<file path="config.mk">
export PLATFORM = sky130hd
export DESIGN_NAME = fpu_big_alu_arbiter
export DESIGN_NICKNAME = d
export VERILOG_FILES = /design/src/rtl/fpu_big_alu_arbiter.sv
export SDC_FILE = /design/constraint.sdc
export NUM_CORES = 1
export LEC_CHECK = 0
export ABC_AREA = 1
export CAP_MARGIN = 20
export CORE_AREA = 2 2 209 211
export CTS_BUF_LIST = sky130_fd_sc_hd__clkbuf_8
export DETAILED_ROUTE_END_ITERATION = 8
export DIE_AREA = 0 0 211 213
export PLACE_DENSITY = 0.62
export SYNTH_ARGS = -nofsm -noshare
export SYNTH_HDL_FRONTEND = slang
export SYNTH_SLANG_ARGS = --single-unit
</file>
<file path="constraint.sdc">
create_clock -name clk -period 3.25 [get_ports clk]
set_input_delay 0.65 -clock clk [delete_from_list [all_inputs] [get_ports clk]]
set_output_delay 0.65 -clock clk [all_outputs]
set_load 0.005 [all_outputs]
</file>
<file path="src/rtl/fpu_big_alu_arbiter.sv">
// -----------------------------------------------------------------------------
// fpu_big_alu_arbiter
//   Shares one combinational signed-magnitude add/sub ALU between two requesters
//   (for example the FP adder and the divider). The arbiter accepts one request
//   at a time with round-robin priority and registers its operands into the ALU.
//   One cycle later it captures the ALU result. It then returns that result on the
//   response channel of the requester that was granted.
//
//   Sequence per operation: IDLE (accept) -> EXEC (ALU settles, capture) ->
//   RESP (hold until the granted requester takes the result) -> IDLE.
//
// Ports
//   clk, rst_n                  clock, asynchronous active-low reset
//   reqN_valid/reqN_ready       N=0,1 request handshake
//   reqN_op/a/b/a_sign/b_sign   N=0,1 request operands, sampled only on accept
//   rspN_valid/rspN_ready       N=0,1 response handshake
//   rsp_result/rsp_sign         captured ALU result, shared by both channels
//   alu_op/a/b/a_sign/b_sign    registered operands driving the ALU
//   alu_result/alu_sign         ALU extended result and result sign
//   grant_cnt0/grant_cnt1       saturating accept counters, present only
//                               when FPU_ARB_GRANT_CNT_EN is defined
// -----------------------------------------------------------------------------
module fpu_big_alu_arbiter #(
    parameter int WIDTH = 64,
    parameter int CNT_W = 16
) (
    input  logic             clk,
    input  logic             rst_n,
    input  logic             req0_valid,
    output logic             req0_ready,
    input  logic             req0_op,
    input  logic [WIDTH-1:0] req0_a,
    input  logic [WIDTH-1:0] req0_b,
    input  logic             req0_a_sign,
    input  logic             req0_b_sign,
    input  logic             req1_valid,
    output logic             req1_ready,
    input  logic             req1_op,
    input  logic [WIDTH-1:0] req1_a,
    input  logic [WIDTH-1:0] req1_b,
    input  logic             req1_a_sign,
    input  logic             req1_b_sign,
    output logic             rsp0_valid,
    input  logic             rsp0_ready,
    output logic             rsp1_valid,
    input  logic             rsp1_ready,
    output logic [WIDTH:0]   rsp_result,
    output logic             rsp_sign,
    output logic             alu_op,
    output logic [WIDTH-1:0] alu_a,
    output logic [WIDTH-1:0] alu_b,
    output logic             alu_a_sign,
    output logic             alu_b_sign,
    input  logic [WIDTH:0]   alu_result,
    input  logic             alu_sign
`ifdef FPU_ARB_GRANT_CNT_EN
    ,
    output logic [CNT_W-1:0] grant_cnt0,
    output logic [CNT_W-1:0] grant_cnt1
`endif
);

    typedef enum logic [1:0] {
        ST_IDLE = 2'd0,
        ST_EXEC = 2'd1,
        ST_RESP = 2'd2
    } state_t;

    state_t             state_q, state_d;
    logic               last_grant_q, last_grant_d;
    logic               grant_id_q, grant_id_d;
    logic               alu_op_q, alu_op_d;
    logic [WIDTH-1:0]   alu_a_q, alu_a_d;
    logic [WIDTH-1:0]   alu_b_q, alu_b_d;
    logic               alu_a_sign_q, alu_a_sign_d;
    logic               alu_b_sign_q, alu_b_sign_d;
    logic [WIDTH:0]     rsp_result_q, rsp_result_d;
    logic               rsp_sign_q, rsp_sign_d;
    logic               rsp0_valid_q, rsp0_valid_d;
    logic               rsp1_valid_q, rsp1_valid_d;

    logic               sel_any_s;
    logic               sel_id_s;
    logic               accept_s;
    logic               rsp_take_s;

    // Round-robin selection: a lone valid wins, contention goes to the requester not granted last.
    always_comb begin
        sel_any_s = 1'b0;
        sel_id_s  = 1'b0;
        if (req0_valid && req1_valid) begin
            sel_any_s = 1'b1;
            sel_id_s  = ~last_grant_q;
        end else if (req0_valid) begin
            sel_any_s = 1'b1;
            sel_id_s  = 1'b0;
        end else if (req1_valid) begin
            sel_any_s = 1'b1;
            sel_id_s  = 1'b1;
        end else begin
            sel_any_s = 1'b0;
            sel_id_s  = 1'b0;
        end
    end

    // Ready is gated by rst_n so that both readies stay low while reset is asserted.
    assign accept_s   = rst_n && (state_q == ST_IDLE) && sel_any_s;
    assign req0_ready = accept_s && !sel_id_s;
    assign req1_ready = accept_s && sel_id_s;
    assign rsp_take_s = grant_id_q ? rsp1_ready : rsp0_ready;

    // Next-state and datapath: latch operands on accept, capture the result in EXEC, hold in RESP.
    always_comb begin
        state_d      = state_q;
        last_grant_d = last_grant_q;
        grant_id_d   = grant_id_q;
        alu_op_d     = alu_op_q;
        alu_a_d      = alu_a_q;
        alu_b_d      = alu_b_q;
        alu_a_sign_d = alu_a_sign_q;
        alu_b_sign_d = alu_b_sign_q;
        rsp_result_d = rsp_result_q;
        rsp_sign_d   = rsp_sign_q;
        rsp0_valid_d = rsp0_valid_q;
        rsp1_valid_d = rsp1_valid_q;
        case (state_q)
            ST_IDLE: begin
                if (accept_s) begin
                    grant_id_d   = sel_id_s;
                    last_grant_d = sel_id_s;
                    alu_op_d     = sel_id_s ? req1_op     : req0_op;
                    alu_a_d      = sel_id_s ? req1_a      : req0_a;
                    alu_b_d      = sel_id_s ? req1_b      : req0_b;
                    alu_a_sign_d = sel_id_s ? req1_a_sign : req0_a_sign;
                    alu_b_sign_d = sel_id_s ? req1_b_sign : req0_b_sign;
                    state_d      = ST_EXEC;
                end else begin
                    state_d = ST_IDLE;
                end
            end
            ST_EXEC: begin
                rsp_result_d = alu_result;
                rsp_sign_d   = alu_sign;
                rsp0_valid_d = ~grant_id_q;
                rsp1_valid_d = grant_id_q;
                state_d      = ST_RESP;
            end
            ST_RESP: begin
                if (rsp_take_s) begin
                    rsp0_valid_d = 1'b0;
                    rsp1_valid_d = 1'b0;
                    state_d      = ST_IDLE;
                end else begin
                    state_d = ST_RESP;
                end
            end
            default: begin
                rsp0_valid_d = 1'b0;
                rsp1_valid_d = 1'b0;
                state_d      = ST_IDLE;
            end
        endcase
    end

    // State and output registers; last_grant resets to 1 so requester 0 wins the first contention.
    always_ff @(posedge clk or negedge rst_n) begin
        if (!rst_n) begin
            state_q      <= ST_IDLE;
            last_grant_q <= 1'b1;
            grant_id_q   <= 1'b0;
            alu_op_q     <= 1'b0;
            alu_a_q      <= {WIDTH{1'b0}};
            alu_b_q      <= {WIDTH{1'b0}};
            alu_a_sign_q <= 1'b0;
            alu_b_sign_q <= 1'b0;
            rsp_result_q <= {(WIDTH+1){1'b0}};
            rsp_sign_q   <= 1'b0;
            rsp0_valid_q <= 1'b0;
            rsp1_valid_q <= 1'b0;
        end else begin
            state_q      <= state_d;
            last_grant_q <= last_grant_d;
            grant_id_q   <= grant_id_d;
            alu_op_q     <= alu_op_d;
            alu_a_q      <= alu_a_d;
            alu_b_q      <= alu_b_d;
            alu_a_sign_q <= alu_a_sign_d;
            alu_b_sign_q <= alu_b_sign_d;
            rsp_result_q <= rsp_result_d;
            rsp_sign_q   <= rsp_sign_d;
            rsp0_valid_q <= rsp0_valid_d;
            rsp1_valid_q <= rsp1_valid_d;
        end
    end

    assign alu_op     = alu_op_q;
    assign alu_a      = alu_a_q;
    assign alu_b      = alu_b_q;
    assign alu_a_sign = alu_a_sign_q;
    assign alu_b_sign = alu_b_sign_q;
    assign rsp_result = rsp_result_q;
    assign rsp_sign   = rsp_sign_q;
    assign rsp0_valid = rsp0_valid_q;
    assign rsp1_valid = rsp1_valid_q;

`ifdef FPU_ARB_GRANT_CNT_EN
    logic [CNT_W-1:0] grant_cnt0_q, grant_cnt0_d;
    logic [CNT_W-1:0] grant_cnt1_q, grant_cnt1_d;

    // Saturating per-requester accept counters.
    always_comb begin
        grant_cnt0_d = grant_cnt0_q;
        grant_cnt1_d = grant_cnt1_q;
        if (accept_s && !sel_id_s && (grant_cnt0_q != {CNT_W{1'b1}})) begin
            grant_cnt0_d = grant_cnt0_q + CNT_W'(1);
        end else begin
            grant_cnt0_d = grant_cnt0_q;
        end
        if (accept_s && sel_id_s && (grant_cnt1_q != {CNT_W{1'b1}})) begin
            grant_cnt1_d = grant_cnt1_q + CNT_W'(1);
        end else begin
            grant_cnt1_d = grant_cnt1_q;
        end
    end

    // Grant counter registers.
    always_ff @(posedge clk or negedge rst_n) begin
        if (!rst_n) begin
            grant_cnt0_q <= {CNT_W{1'b0}};
            grant_cnt1_q <= {CNT_W{1'b0}};
        end else begin
            grant_cnt0_q <= grant_cnt0_d;
            grant_cnt1_q <= grant_cnt1_d;
        end
    end

    assign grant_cnt0 = grant_cnt0_q;
    assign grant_cnt1 = grant_cnt1_q;
`endif

endmodule
</file>
# --- Word-level counts from Yosys, hierarchy flattened ---
# Cells that the tools add are included.
word_totals:
  reg_bits: 203
  inputBits: 334
  out_inout_bits: 201
  elab_cells: 44
op_classes:
  eq_ne: 3
  n_mux: 17
  bitwise: 3
  n_reduce_logical: 9
op_table:
  columns: ["op", "n"]
  rows:
  - ["64-bit 2-to-1 mux", 2]
  - ["1-bit 2-to-1 mux", 11]
  - ["1-bit one-hot mux with 3 select lines", 2]
  - ["2-bit one-hot mux with 3 select lines", 1]
  - ["1-bit logical AND", 5]
  - ["2-bit AND reduction", 2]
  - ["1-bit inverter", 3]
  - ["2-bit by 1-bit == test with 1-bit output (second input constant)", 1]
  - ["2-bit == test (second input constant)", 1]
  - ["2-bit zero test", 1]
  - ["2-bit 2-to-1 mux", 1]
  - ["2-bit != test (second input constant)", 1]
  - ["1-bit zero test", 1]

# --- Depth between registers and ports, before layout ---
logic_depth:
  ltp_word: 6
  mapped_depth: 8
  ltp_nobuf: 6

# --- Least setup slack after synthesis ---
# No wires, ideal clock.
synth_path:
  path_type: "input port to output port"
  start: "input req1_valid"
  end: "output req0_ready"
  t_arrival_ns: 1.362
  setup_slack_ns: 1.238
  stages: 6
  n_path_buf: 2
  cell_sequence: "buf_2 > nor2_2 > nor2_4 > inv_2 > buf_2 > nor2_1"
synth_via:
  elab_chain_cells: 5
synth_lines:
  columns: ["element", "line_no", "source"]
  rows:
  - ["start: declaration", "36", "input logic req1_valid,"]
  - ["1-bit 2-to-1 mux", "97", "end else if (req1_valid) begin"]
  - ["1-bit 2-to-1 mux", "94", "end else if (req0_valid) begin"]
  - ["1-bit 2-to-1 mux", "91", "if (req0_valid && req1_valid) begin"]
  - ["1-bit logical AND or 1-bit zero test (tied branches)", "107, 108", null]
  - ["1-bit logical AND (*)", "108", "assign req0_ready = accept_s && !sel_id_s;"]
  - ["end: declaration", "30", "output logic req0_ready,"]
# Mark *: on every way between the ends. The rest lies on a longest branch, timed or not.

# --- Worst setup path in the final report ---
layout_path:
  start: "input req0_valid"
  end: "output req0_ready"
layout_via:
  elab_chain_cells: 4
layout_lines:
  columns: ["element", "line_no", "source"]
  rows:
  - ["start: declaration", "29", "input logic req0_valid,"]
  - ["1-bit 2-to-1 mux or 1-bit logical AND (tied branches)", "94, 91", null]
  - ["1-bit 2-to-1 mux", "91", null]
  - ["1-bit logical AND or 1-bit zero test (tied branches)", "107, 108", null]
  - ["1-bit logical AND (*)", "108", null]
# Marked as above.

==> reports/results.tsv <==
stage	metric	value	unit
detailed_routing	DR iter-0 viols	481	
detailed_routing	M1 WL	14.6	mm
power_and_ir_drop	Max IR drop VDD	0.000299	V
run	maxcap violations	0	
worst_setup_path	CP startpoint kind	primary input	
die	Starting Density	22.2	%
clock_network	CTS buffer count	38	
worst_setup_path	Critical Path AT	2.26	ns
finish	post-route cell area	16000	µm²
finish	share of cells above drive strength 1	3.94	%
logic_synthesis	Synth Instances	1303	
clock_network	CTS Hold Bufs	0	
sta	Slew headroom	45.5	%
global_routing	vias in the first global route	9986	
die	Die H	213	µm
die	I/O pin count	535	
clock_network	CTS clk-pin slew, worst paths	0.06	ns
finish	most frequent cells in the layout	nand2_1 (867), clkdlybuf4s50_1 (532), dfrtp_1 (202), nand3_1 (132), clkbuf_8 (44)	
clock_network	clock sinks	203	
clock_network	Post-CTS Resized	0	
placed_design	GP Congestion	0.791	
clock_network	CTS root buf	clkbuf_8	
sta	total negative slack	0	ns
detailed_routing	vias	10171	
power_and_ir_drop	clock share of power	18.9	%
sta	Clock Skews	0.0153	ns
logic_synthesis	Synth cell types	14	
sta	worst-margin pin slew	0.817	ns
power_and_ir_drop	Switching Share	33.9	%
finish	commonest non-fill, non-tap cell in the layout	nand2_1	
clock_network	worst-skew pair later-pin latency	0.55	ns
die	row cnt	76	
sta	max-slew violations	0	
clock_network	H-tree levels	2	
finish	Layout Utilization	37.4	%
global_routing	largest net degree at the start of global routing	133	
power_and_ir_drop	Flop pwr share	36.1	%
detailed_routing	Residual DRC	0	
detailed_routing	top routing layer in use	met4	
placed_design	post-DP HPWL	25.9	mm
global_routing	antenna violations before repair	1	
power_and_ir_drop	PD cells	775	nW/µm²
finish	nets	2139	
worst_setup_path	CP cell instances	clkdlybuf4s50_1 -> nor2_2 -> nor2_4 -> inv_4 -> nor2_1 -> buf_4 -> clkdlybuf4s50_1	
sta	Max Fclk	0.344	GHz
worst_setup_path	CP bufs+invs	4	
logic_synthesis	Syn Area/Cell	7.28	µm²
clock_network	Setup Buffers After CTS	0	
detailed_routing	routed length on met2	17.2	mm
hold_path	min-delay worst type	in -> async	
sta	unrepaired setup endpoints after global routing	false	
finish	Layout fillers	4415	
worst_setup_path	most frequent CP cell	clkdlybuf4s50_1	
sta	final hold violations	0	
detailed_routing	Antenna Nets Post-Route	0	
die	die width	211	µm
sta	post-layout minimum cycle time	2.91	ns
die	CORE AREA	42700	µm²
global_routing	gr usage total	15.5	%
worst_setup_path	worst stage delay on the critical path	0.56	ns
global_routing	grt ovf	0	
status	status	completed	
finish	area added between synthesis and finish	68.5	%
sta	Final setup viols	0	
power_and_ir_drop	combinational share of power	45.0	%
worst_setup_path	Worst Setup End Kind	output pin	
sta	WHS	0.204	ns
clock_network	CTS tree	yes	
logic_synthesis	mapped cell area	9480	µm²
logic_synthesis	syn nets	1637	
logic_synthesis	sequential fraction of the synthesis area	53.6	%
detailed_routing	average wire per standard cell	15.2	µm
clock_network	Max Buffers Root-to-Sink	3	
detailed_routing	final wirelength	36.0	mm
power_and_ir_drop	cell-internal power	8.18	mW
worst_setup_path	Worst path slowest cell	clkdlybuf4s50_1	
placed_design	PortBufs	534	
detailed_routing	Routed met3 length	3.04	mm
detailed_routing	first-pass iteration count of the detailed router	5	
logic_synthesis	FF+latch count, synth	203	
placed_design	Area after DPL	15300	µm²
global_routing	first-pass GRT wire length	54.6	mm
sta	Tcrit/Tclk final	89.5	%
logic_synthesis	Yosys warning total	0	
power_and_ir_drop	P_sw	4.20	mW
detailed_routing	DR vias/cell	4.29	
worst_setup_path	worst path required time	2.60	ns
worst_setup_path	Crit Path Max Fanout	4	
worst_setup_path	register-to-register setup slack	1.35	ns
worst_setup_path	CP delay by family, top	buffers and inverters	
power_and_ir_drop	P_leak	7.99	nW
die	die area	44900	µm²
worst_setup_path	critical path class	in -> out	
[layer usage]
metal,vias to the layer above,track usage (%)
met5,-,0
met3,60,4.99
met2,435,26.3
met1,4679,18.2
met4,0,6.12
li1,4997,-
[flip-flops by register name (all words and copies together) (netlist names)]
signal,cells
rsp_result,65
alu_a,64
alu_b,64
state_q,2
alu_a_sign,1
alu_b_sign,1
alu_op,1
grant_id_q,1
last_grant_q,1
rsp0_valid,1
rsp1_valid,1
rsp_sign,1
[cell families (layout without fill, tap and decap cells)]
logic type / count (synthesis) / count (layout) / synth area share, %
compound gates: 1 / 1 / 0.0527
buf+inv: 92 / 615 / 4.66
flops: 203 / 203 / 53.6
other cells: 0 / 1 / 0
simple gates: 1007 / 1007 / 41.7
[metrics by stage]
| step | std cells | total power [mW] | setup slack [ns] |
|---|---|---|---|
| 3_3_place_gp | 2311 | 10.1 | 0.302 |
| 6_report | 2373 | 12.4 | 0.341 |
| 4_1_cts | 2372 | 12.6 | 0.236 |
| 3_5_place_dp | 2311 | 10.1 | 0.315 |
| 5_1_grt | 2372 | 13.4 | 0.178 |
| 2_1_floorplan | 1303 | 6.42 | 1.24 |
[synthesized netlist by cell type]
cell        n  area [µm²]
nand2_1   870        3270
o21ai_0     1        5.00
buf_6       1        11.3
nor2_4      1        11.3
buf_4       7        52.6
inv_2       2        7.51
clkbuf_1   27         101
inv_1       5        18.8
nor2_1      3        11.3
dfstp_2     1        26.3
nand3_1   132         661
dfrtp_1   202        5050
nor2_2      1        6.26
buf_2      50         250
[power by group through the flow]
stage               registers, mW  clock network (mW)  logic (mW)
floorplan                    4.56                   0        1.86
global placement             4.45                   0        5.62
detailed placement           4.49                   0        5.66
CTS                          4.47                2.47        5.68
global route                 4.62                2.59        6.16
finish                       4.47                2.35        5.57
[worst paths after layout]
| kind | depth (start not counted) | end | startpoint |
|---|---|---|---|
| worst min-delay path | 2 | alu_a[56]$_DFFE_PN0P_ | rst_n |
| min in group clk | 2 | alu_a[10]$_DFFE_PN0P_ | alu_a[10]$_DFFE_PN0P_ |
| worst max register to register | 6 | alu_b[11]$_DFFE_PN0P_ | state_q[0]$_DFF_PN0_ |
| worst min register to register | 2 | alu_a[10]$_DFFE_PN0P_ | alu_a[10]$_DFFE_PN0P_ |
| worst max-delay path | 7 | req0_ready | req0_valid |
| max in group asynchronous | 3 | rsp_result[64]$_DFFE_PN0N_ | rst_n |
[cell type report]
cell class	instances	area, µm²	share of cell area [%]
diodes	1	2.50	0.0157
clock buffers	43	592	3.70
well taps	546	683	4.28
repair buffers	547	5510	34.5
flip-flops and latches	203	5080	31.8
clock inverters	18	103	0.642
inverters	7	28.8	0.180
multi-input cells	1008	3980	24.9
Power figures use the tool's default switching activity.
